**src/rtl/load_data_unit.sv**
```systemverilog
// Load data unit: issues one word-aligned bus read per load, then extracts and
// sign/zero-extends the addressed byte, halfword or word for writeback.
module load_data_unit #(
  parameter int ADDR_W      = 32,
  parameter bit CHECK_ALIGN = 1'b1
) (
  input  logic              clk,
  input  logic              rst,
  input  logic              req_valid,
  output logic              req_ready,
  input  logic [ADDR_W-1:0] req_addr,
  input  logic [2:0]        req_funct3,
  input  logic [4:0]        req_rd,
  output logic              mem_arvalid,
  input  logic              mem_arready,
  output logic [ADDR_W-1:0] mem_araddr,
  input  logic              mem_rvalid,
  output logic              mem_rready,
  input  logic [31:0]       mem_rdata,
  input  logic [1:0]        mem_rresp,
  output logic              resp_valid,
  input  logic              resp_ready,
  output logic [31:0]       resp_data,
  output logic [4:0]        resp_rd,
  output logic              resp_err
);

  typedef enum logic [1:0] {IDLE, AR, R, RESP} state_t;

  state_t            state_reg;
  logic [1:0]        off_reg;
  logic [2:0]        funct3_reg;
  logic [ADDR_W-1:0] araddr_reg;
  logic [31:0]       resp_data_reg;
  logic [4:0]        resp_rd_reg;
  logic              resp_err_reg;
  logic              req_bad;

  always_comb begin
    req_bad = 1'b0;
    case (req_funct3)
      3'b001, 3'b101: req_bad = req_addr[0];
      3'b010:         req_bad = (req_addr[1:0] != 2'b00);
      3'b011, 3'b110, 3'b111: req_bad = 1'b1;
      default:        req_bad = 1'b0;
    endcase
  end

  function automatic logic [31:0] extract(input logic [31:0] rdata,
                                          input logic [1:0]  off,
                                          input logic [2:0]  f3);
    logic [31:0] w;
    w = rdata >> {off, 3'b000};
    case (f3)
      3'b000:  extract = {{24{w[7]}}, w[7:0]};
      3'b100:  extract = {24'd0, w[7:0]};
      3'b001:  extract = {{16{w[15]}}, w[15:0]};
      3'b101:  extract = {16'd0, w[15:0]};
      // LW and, with alignment checking off, undefined funct3 codes return the shifted word
      default: extract = w;
    endcase
  endfunction

  always_ff @(posedge clk) begin
    if (rst) begin
      state_reg     <= IDLE;
      off_reg       <= 2'b00;
      funct3_reg    <= 3'b000;
      araddr_reg    <= '0;
      resp_data_reg <= 32'd0;
      resp_rd_reg   <= 5'd0;
      resp_err_reg  <= 1'b0;
    end else begin
      case (state_reg)
        IDLE: begin
          if (req_valid) begin
            off_reg     <= req_addr[1:0];
            funct3_reg  <= req_funct3;
            resp_rd_reg <= req_rd;
            araddr_reg  <= {req_addr[ADDR_W-1:2], 2'b00};
            if (CHECK_ALIGN && req_bad) begin
              resp_data_reg <= 32'd0;
              resp_err_reg  <= 1'b1;
              state_reg     <= RESP;
            end else begin
              state_reg <= AR;
            end
          end
        end
        AR: begin
          if (mem_arready) state_reg <= R;
        end
        R: begin
          if (mem_rvalid) begin
            resp_data_reg <= extract(mem_rdata, off_reg, funct3_reg);
            resp_err_reg  <= (mem_rresp != 2'b00);
            state_reg     <= RESP;
          end
        end
        RESP: begin
          if (resp_ready) state_reg <= IDLE;
        end
        default: state_reg <= IDLE;
      endcase
    end
  end

  assign req_ready   = (state_reg == IDLE);
  assign mem_arvalid = (state_reg == AR);
  assign mem_rready  = (state_reg == R);
  assign resp_valid  = (state_reg == RESP);
  assign mem_araddr  = araddr_reg;
  assign resp_data   = resp_data_reg;
  assign resp_rd     = resp_rd_reg;
  assign resp_err    = resp_err_reg;

endmodule

```
**config.mk**
```make
export PLATFORM = sky130hd
export DESIGN_NAME = load_data_unit
export DESIGN_NICKNAME = d
export VERILOG_FILES = /design/src/rtl/load_data_unit.sv
export SDC_FILE = /design/constraint.sdc
export NUM_CORES = 1
export LEC_CHECK = 0
export ABC_AREA = 0
export ABC_CLOCK_PERIOD_IN_PS = 2700
export BUFFER_PORTS_ARGS = -buffer_cell sky130_fd_sc_hd__clkbuf_2
export CORE_MARGIN = 2
export CORE_UTILIZATION = 47
export DETAILED_ROUTE_END_ITERATION = 16
export PLACE_DENSITY_LB_ADDON = 0.25
export SLEW_MARGIN = 30
export SYNTH_ARGS = -nofsm -noshare
export SYNTH_HDL_FRONTEND = slang
export SYNTH_SLANG_ARGS = --single-unit
```
**constraint.sdc**
```tcl
create_clock -name clk -period 2.7 [get_ports clk]
set_clock_uncertainty 0.2 [all_clocks]
set_input_delay 0.27 -clock clk [delete_from_list [all_inputs] [get_ports clk]]
set_output_delay 0.27 -clock clk [all_outputs]
set_load 0.01 [all_outputs]
```
==> out/qor.txt, run 1 <==
Arr. time, crit path: 2.26 ns
Critical-path top delay cell: dfxtp_1
Hold_ws: 0.0185 ns
Post-route ant nets: 0
Max_cap viols: 0
Dpl ws: 0.510 ns
CP endpoint kind: flip-flop
Multi-input gate area: 1750 sq um
Maximum number of pins on one net before global-route repair: 38
Core Rows: 31
CTS buffer count: 9
Final setup viols: 0
Netlist Area Pre-Place: 3440 sq um
Combinational share of power: 37.4%
Switch Pwr: 1.40 mW
Largest delay contributor family on the critical path: compound AO/OA/AOI/OAI gates
CTS tree: done
CP Launch Type: flip-flop
RSZ-0062 raised after global routing: false
Slew at the pin with the worst max-slew slack: 0.653 ns
Die Wd: 89.5 um
Avg Cell Area, Syn: 8.61 sq um
P_leak: 2.12 nW
FF+latch count, synth: 75
Clk_lat worst skew: 0.35 ns
Setup TNS: 0 ns
Share of layout cells above drive strength 1: 32.7%
Initial Utilization: 47.9%
CTS sink cnt: 75
ANT cells: 0
Finished Layout Cells: 686
Final Wtd Congestion: 0.861
Worst R2R Setup Slack: 0.49 ns
Input/output buffers: 151
Antenna violations before repair: 0
Storage cell area: 1500 sq um
CTS HTree Levels: 3
Yosys warning total: 0
Worst-case clock buffer depth: 2
Detailed-placement wirelength estimate: 6.72 mm
DR iter-0 viols: 208
Register area share after synthesis: 43.7%
Crit path buf inv count: 1
Core ar.: 7180 sq um
Peak supply drop: 0.000517 V
Global-route wire length before repair: 15.6 mm
Area growth from synthesis to layout: 42.3%
CP Cell Sequence: inv_1 -> ha_1 -> nor2b_1 -> a21oi_1 -> a21oi_4 -> a22o_1
Max transition margin: 56.3%
Die Y-Extent: 89.5 um
Period utilization: 81.7%
CTS clk-pin slew, worst paths: 0.08 ns
# fillers: 564
Post-DR wirelength/cell: 14.7 um
Vias in the first global route: 3342
Fmax: 0.453 GHz
Status: complete, no violations
# IOs: 154
Fin nets: 667
Drt first pass iters: 4
Root Driver: clkbuf_8
Post-route setup slack: 0.493 ns
Placed insts: 631
Max reg flops: 32
Worst path max stage delay: 0.40 ns
Final hold violation count: 0
Net Sw Frac: 36.4%
CP Class: reg -> reg
Tmin final: 2.21 ns
Via density: 5.20
Seq pwr share: 37.0%
Overflow after GRT: 0
Post-Route WL: 10.1 mm
Resized Gates After CTS: 0
Post-route DRC: 0
Power per cell area: 788 nW/um^2
GRT Total Usage: 24.8%
Worst EP required: 2.75 ns
Clock power frac: 25.7%
Post-Synthesis Cells: 399
Pins Over Slew Limit: 0
Vias: 3569
Crit-path max FO: 24
Die ar.: 8010 sq um
Hold Crit Class: in -> reg
Power Internal: 2.45 mW
Netlist cell types: 36
## path summary, 6_finish.rpt
| check | start | to | cells after the start |
|---|---|---|---|
| max | state_reg[0]$_SDFFE_PP0P_ | resp_data[5]$_SDFFE_PP0P_ | 6 |
| min | req_addr[0] | off_reg[0]$_SDFFE_PP0P_ | 3 |
| max reg2reg | state_reg[0]$_SDFFE_PP0P_ | resp_data[5]$_SDFFE_PP0P_ | 6 |
| min reg2reg | mem_araddr[15]$_SDFFE_PP0P_ | mem_araddr[15]$_SDFFE_PP0P_ | 2 |
## final cells by class
type	instances	area share [%]
multi-input combinational	281	35.7
sequential	75	30.7
timing repair buffer	203	25.4
clock buffer	12	3.17
tap	99	2.53
clock inverter	4	1.48
inverter	12	0.921
## logic make-up after synthesis
family	share of synthesized area [%]
flops	43.7
buf+inv	5.86
fa+ha+maj	1.82
simple gates	15.5
other cells	0.109
compound gates	27.2
mux	5.83
## per-layer routing
metal	wire [um]	vias up	track usage [%]
met5	0	-	0
met4	199	0	10.4
met3	537	18	4.80
met2	4970	121	40.8
met1	4410	1675	31.9
li1	-	1755	-
## cell usage after synthesis (all sizes together)
cell type,number,area share (%)
nand2,82,9.0
dfxtp,75,44
a21oi,51,7.5
mux2i,20,5.8
nor2,17,2.0
o21ai,17,2.5
a211oi,16,3.5
buf,16,2.8
clkbuf,16,1.7
o2bb2ai,16,4.1
inv,12,1.3
nor2b,12,2.2
a22o,9,2.3
a21boi,8,1.7
o32ai,8,2.5
ha,5,1.8
nand2b,4,0.73
a311oi,2,0.69
nor3b,2,0.44
nor4,2,0.80
o31ai,2,0.98
a2111oi,1,0.44
a21o,1,0.22
a22oi,1,0.36
conb,1,0.11
nand3b,1,0.22
o22ai,1,0.36
or2,1,0.18
## cell usage in the layout (no fill, tap or decap), types with 2 or more instances in the layout
cell type      netlist  final
nor3b_1              2      2
o32ai_1              6      6
a211oi_1            16     16
o32ai_2              2      2
inv_1               12     12
o21ai_0             17     17
a22o_1               9      9
buf_4                4     13
clkbuf_2             0    151
nor2_2               2      3
mux2i_1             20     20
nor2b_1             12     12
dfxtp_1             75     75
dlygate4sd3_1        0     39
clkbuf_8             0     11
nor2_1              15     14
a21oi_1             50     50
bufinv_16            0      2
nand2_1             82     82
nand2b_1             4      4
o2bb2ai_1           16     16
a21boi_0             8      8
ha_1                 5      5
conb_1               1      2
## per-stage QoR
step	util (%)	instance area, sq um	power (mW)
global route	68.1	4890	4.08
finish	68.1	4890	3.85
global placement	59.4	4260	2.77
detailed placement	59.5	4270	2.82
CTS	68.1	4890	3.84
floorplan	-	3440	2.35
## power groups by stage
| stage | sequential, mW | clock (mW) | combinational (mW) |
|---|---|---|---|
| after global placement | 1.44 | 0 | 1.33 |
| after detailed placement | 1.44 | 0 | 1.38 |
| final | 1.42 | 0.988 | 1.44 |
| after global routing | 1.44 | 1.04 | 1.59 |
| after CTS | 1.42 | 0.994 | 1.43 |
| after floorplan | 1.48 | 0 | 0.864 |
## tightest hold or removal path: cells and delay by family
| kind | cells | cell delay, ns |
|---|---|---|
| AND/OR/NAND/NOR | 1 | 0.08 |
| AO/OA/AOI/OAI | 1 | 0.05 |
| buffers and inverters | 1 | 0.12 |
## timing repair
item | CTS | global route
hold buffers | 39 | 0
endpoints found under the hold margin | 39 | 0
setup buffers | 0 | 0
(Power assumes the default switching activity.)
==> run 2: changes to the inputs <==
ABC_AREA = 1   (was 0)
ABC_CLOCK_PERIOD_IN_PS = 2100   (was 2700)
CORE_UTILIZATION = 49   (was 47)
clock period = 2.1 ns   (was 2.7 ns; I/O delays follow)
==> run 2 against run 1 <==
Sequential share of layout area down 2.0 points. Cell count up 24%. Final area up 6.8%. Worst setup slack worse by 0.32 ns.
==> out/qor.txt, run 2 <==
Detailed-placement wirelength estimate: 7.40 mm (+10%)
Share of the synthesized area in the top cell type: 39.7% (-4.0 points)
Top_reg_cell synth: dfxtp_1
Power per cell area: 1280 nW/um^2 (+63%)
Netlist cell types: 28 (-22%)
Hold_ws: 0.0164 ns (-0.00212 ns)
Post-route setup slack: 0.169 ns (-0.324 ns)
Ys async rst share: 0% (unchanged)
Avg Cell Area, Syn: 6.70 sq um (-22%)
Via density: 5.01 (-3.7%)
Synth Area in Adders: 1.65% (-0.17 points)
Post-synthesis compound-gate area fraction: 14.9% (-12 points)
Post-route DRC: 0 (unchanged)
Tmin final: 1.93 ns (-0.276 ns)
Overflow after GRT: 0 (unchanged)
Share of layout cells above drive strength 1: 28.9% (-3.8 points)
Max_cap viols: 0 (unchanged)
P_leak: 2.61 nW (+23%)
Worst path max stage delay: 0.38 ns (-0.02 ns)
Core Rows: 32 (+3.2%)
Status: complete, no violations
Clk_lat worst skew: 0.34 ns (about the same)
Crit path buf inv count: 4 (+3)
Area growth from synthesis to layout: 38.0%
Fmax: 0.518 GHz (+14%)
Arr. time, crit path: 1.97 ns (-0.29 ns)
Setup TNS: 0 ns (unchanged)
Input/output buffers: 151 (unchanged)
CP Launch Type: flip-flop
Commonest non-fill, non-tap cells in the layout: 162 x nand2_1, 151 x clkbuf_2, 90 x nor2_1
Vias: 4267 (+20%)
Dpl ws: 0.118 ns (-0.392 ns)
Final Wtd Congestion: 0.946 (+9.9%)
Synth Area in XOR/XNOR: 0% (unchanged)
Worst EP required: 2.14 ns (-0.61 ns)
Die ar.: 8440 sq um (+5.4%)
Post-Route WL: 11.0 mm (+9.2%)
Top cells by area, synth: dfxtp_1 40%, nand2_1 16%, nor2_1 9.0%
Pins Over Slew Limit: 0 (unchanged)
RSZ-0062 raised after global routing: false
Global-route wire length before repair: 18.3 mm (+17%)
Most frequent cell after synthesis: nand2_1
Register area share after synthesis: 39.7% (-4.0 points)
Post-route ant nets: 0 (unchanged)
Initial Utilization: 49.7% (+1.9 points)
Largest delay contributor family on the critical path: buffers and inverters
Period utilization: 92.0% (+10 points)
Main combinational cell family by area after synthesis: simple AND/OR/NAND/NOR gates
CTS clk-pin slew, worst paths: 0.08 ns (about the same)
Root Driver: clkbuf_8
DR iter-0 viols: 181 (-13%)
Antenna violations before repair: 0 (unchanged)
Yosys warning total: 0 (unchanged)
FF+latch count, synth: 75 (unchanged)
Fin nets: 830 (+24%)
Post-Synthesis Cells: 565 (+42%)
Post-DR wirelength/cell: 13.0 um (-12%)
Final setup viols: 0 (unchanged)
CP Cell Sequence: inv_1 -> ha_2 -> buf_4 -> inv_1 -> buf_4 -> a21oi_1 -> nand2_2 -> a21oi_2
Vias in the first global route: 4028 (+21%)
GRT Total Usage: 26.7% (+1.8 points)
Top post-synthesis cells by count: 162 x nand2_1, 91 x nor2_1, 75 x dfxtp_1
CP endpoint kind: flip-flop
Critical-path top delay cell: dfxtp_1
Final hold violation count: 0 (unchanged)
Post-synth EDFFs: 0 (unchanged)
CTS tree: done
Worst-case clock buffer depth: 2 (unchanged)
CTS sink cnt: 75 (unchanged)
CTS buffer count: 9 (unchanged)
CP Class: reg -> reg
# fillers: 672 (+19%)
# IOs: 154 (unchanged)
CTS HTree Levels: 3 (unchanged)
Netlist Area Pre-Place: 3780 sq um (+10%)
Commonest non-fill, non-tap cell in the layout: nand2_1
Max reg flops: 32 (unchanged)
Multiplexer share of the synthesized area: 0% (-5.8 points)
Simple-gate share of the synthesized area: 34.2% (+19 points)
Maximum number of pins on one net before global-route repair: 45 (+18%)
Hold Crit Class: in -> reg
Peak supply drop: 0.000652 V (+26%)
Core ar.: 7610 sq um (+6.0%)
Die Y-Extent: 91.9 um (+2.7%)
ANT cells: 0 (unchanged)
Die Wd: 91.9 um (+2.7%)
Crit-path max FO: 11 (-54%)
Drt first pass iters: 5 (+1)
Post-CTS Setup Inserts: 0 (unchanged)
Area leader, netlist: dfxtp_1
[run 2: cell count changes after synthesis, sizes merged, moves of 16 or more]
cell     previous run  this run
a211oi             16         0
inv                12        30
mux2i              20         0
nand2              82       174
nand3               0        41
nor2               17        93
o21ai              17        51
o2bb2ai            16         0
[run 2: path summary, 6_finish.rpt]
kind	depth (start not counted)	start	endpoint	slack [ns]
max reg2reg	8	state_reg[0]$_SDFFE_PP0P_	resp_data[24]$_SDFFE_PP0P_	0.17
min reg2reg	2	resp_data[9]$_SDFFE_PP0P_	resp_data[9]$_SDFFE_PP0P_	0.27
max	8	state_reg[0]$_SDFFE_PP0P_	resp_data[24]$_SDFFE_PP0P_	0.17
min	3	req_addr[0]	off_reg[0]$_SDFFE_PP0P_	0.02
[run 2: where the power goes]
| part | total [mW] | internal (mW) | switching [mW] |
|---|---|---|---|
| Combinational | 3.38 | 1.23 | 2.15 |
| Clock | 1.29 | 0.716 | 0.571 |
| Sequential | 2.04 | 1.82 | 0.218 |
| Total | 6.71 | 3.77 | 2.94 |
[run 2: cells by family (layout without fill, tap and decap cells)]
family,count (synthesis),after routing
simple gates,309,309
compound gates,104,104
flops,75,75
buf+inv,71,255
fa+ha+maj,5,5
other cells,1,2
[run 2: per-layer routing]
layer	global-route usage [%]	vias up	part of all wire, %	routed length [um]
li1	-	2154	-	-
met4	12.1	0	3.2	358
met1	31.5	1906	41	4480
met5	0	-	0	0
met2	46.8	173	50	5540
met3	5.09	34	6.0	668
[run 2: tightest hold or removal path: cells and delay by family]
| family | cells | cell delay (ns) |
|---|---|---|
| compound gates | 2 | 0.22 |
| buf+inv | 1 | 0.10 |
[run 2: what timing repair did]
item                                   CTS  global route
endpoints found under the hold margin   49             0
hold buffers                            40             0
resized for setup                        0             5
setup endpoints to repair                0            56
[run 2: cell type report]
type	count	area, sq um	area share [%]
clock buffer	10	138	2.64
clock inverter	6	96.3	1.85
inverter	33	135	2.59
multi-input combinational	420	1940	37.2
sequential	75	1500	28.8
tap	102	128	2.44
timing repair buffer	206	1280	24.5
[run 2: through the flow]
stage,cell area (sq um),utilization [%],std cells,power (mW)
2_1_floorplan,3790,-,566,4.44
3_3_place_gp,4570,60.0,796,5.24
3_5_place_dp,4570,60.0,796,5.31
4_1_cts,5200,68.4,852,6.68
5_1_grt,5220,68.6,852,7.26
6_report,5220,68.6,852,6.71
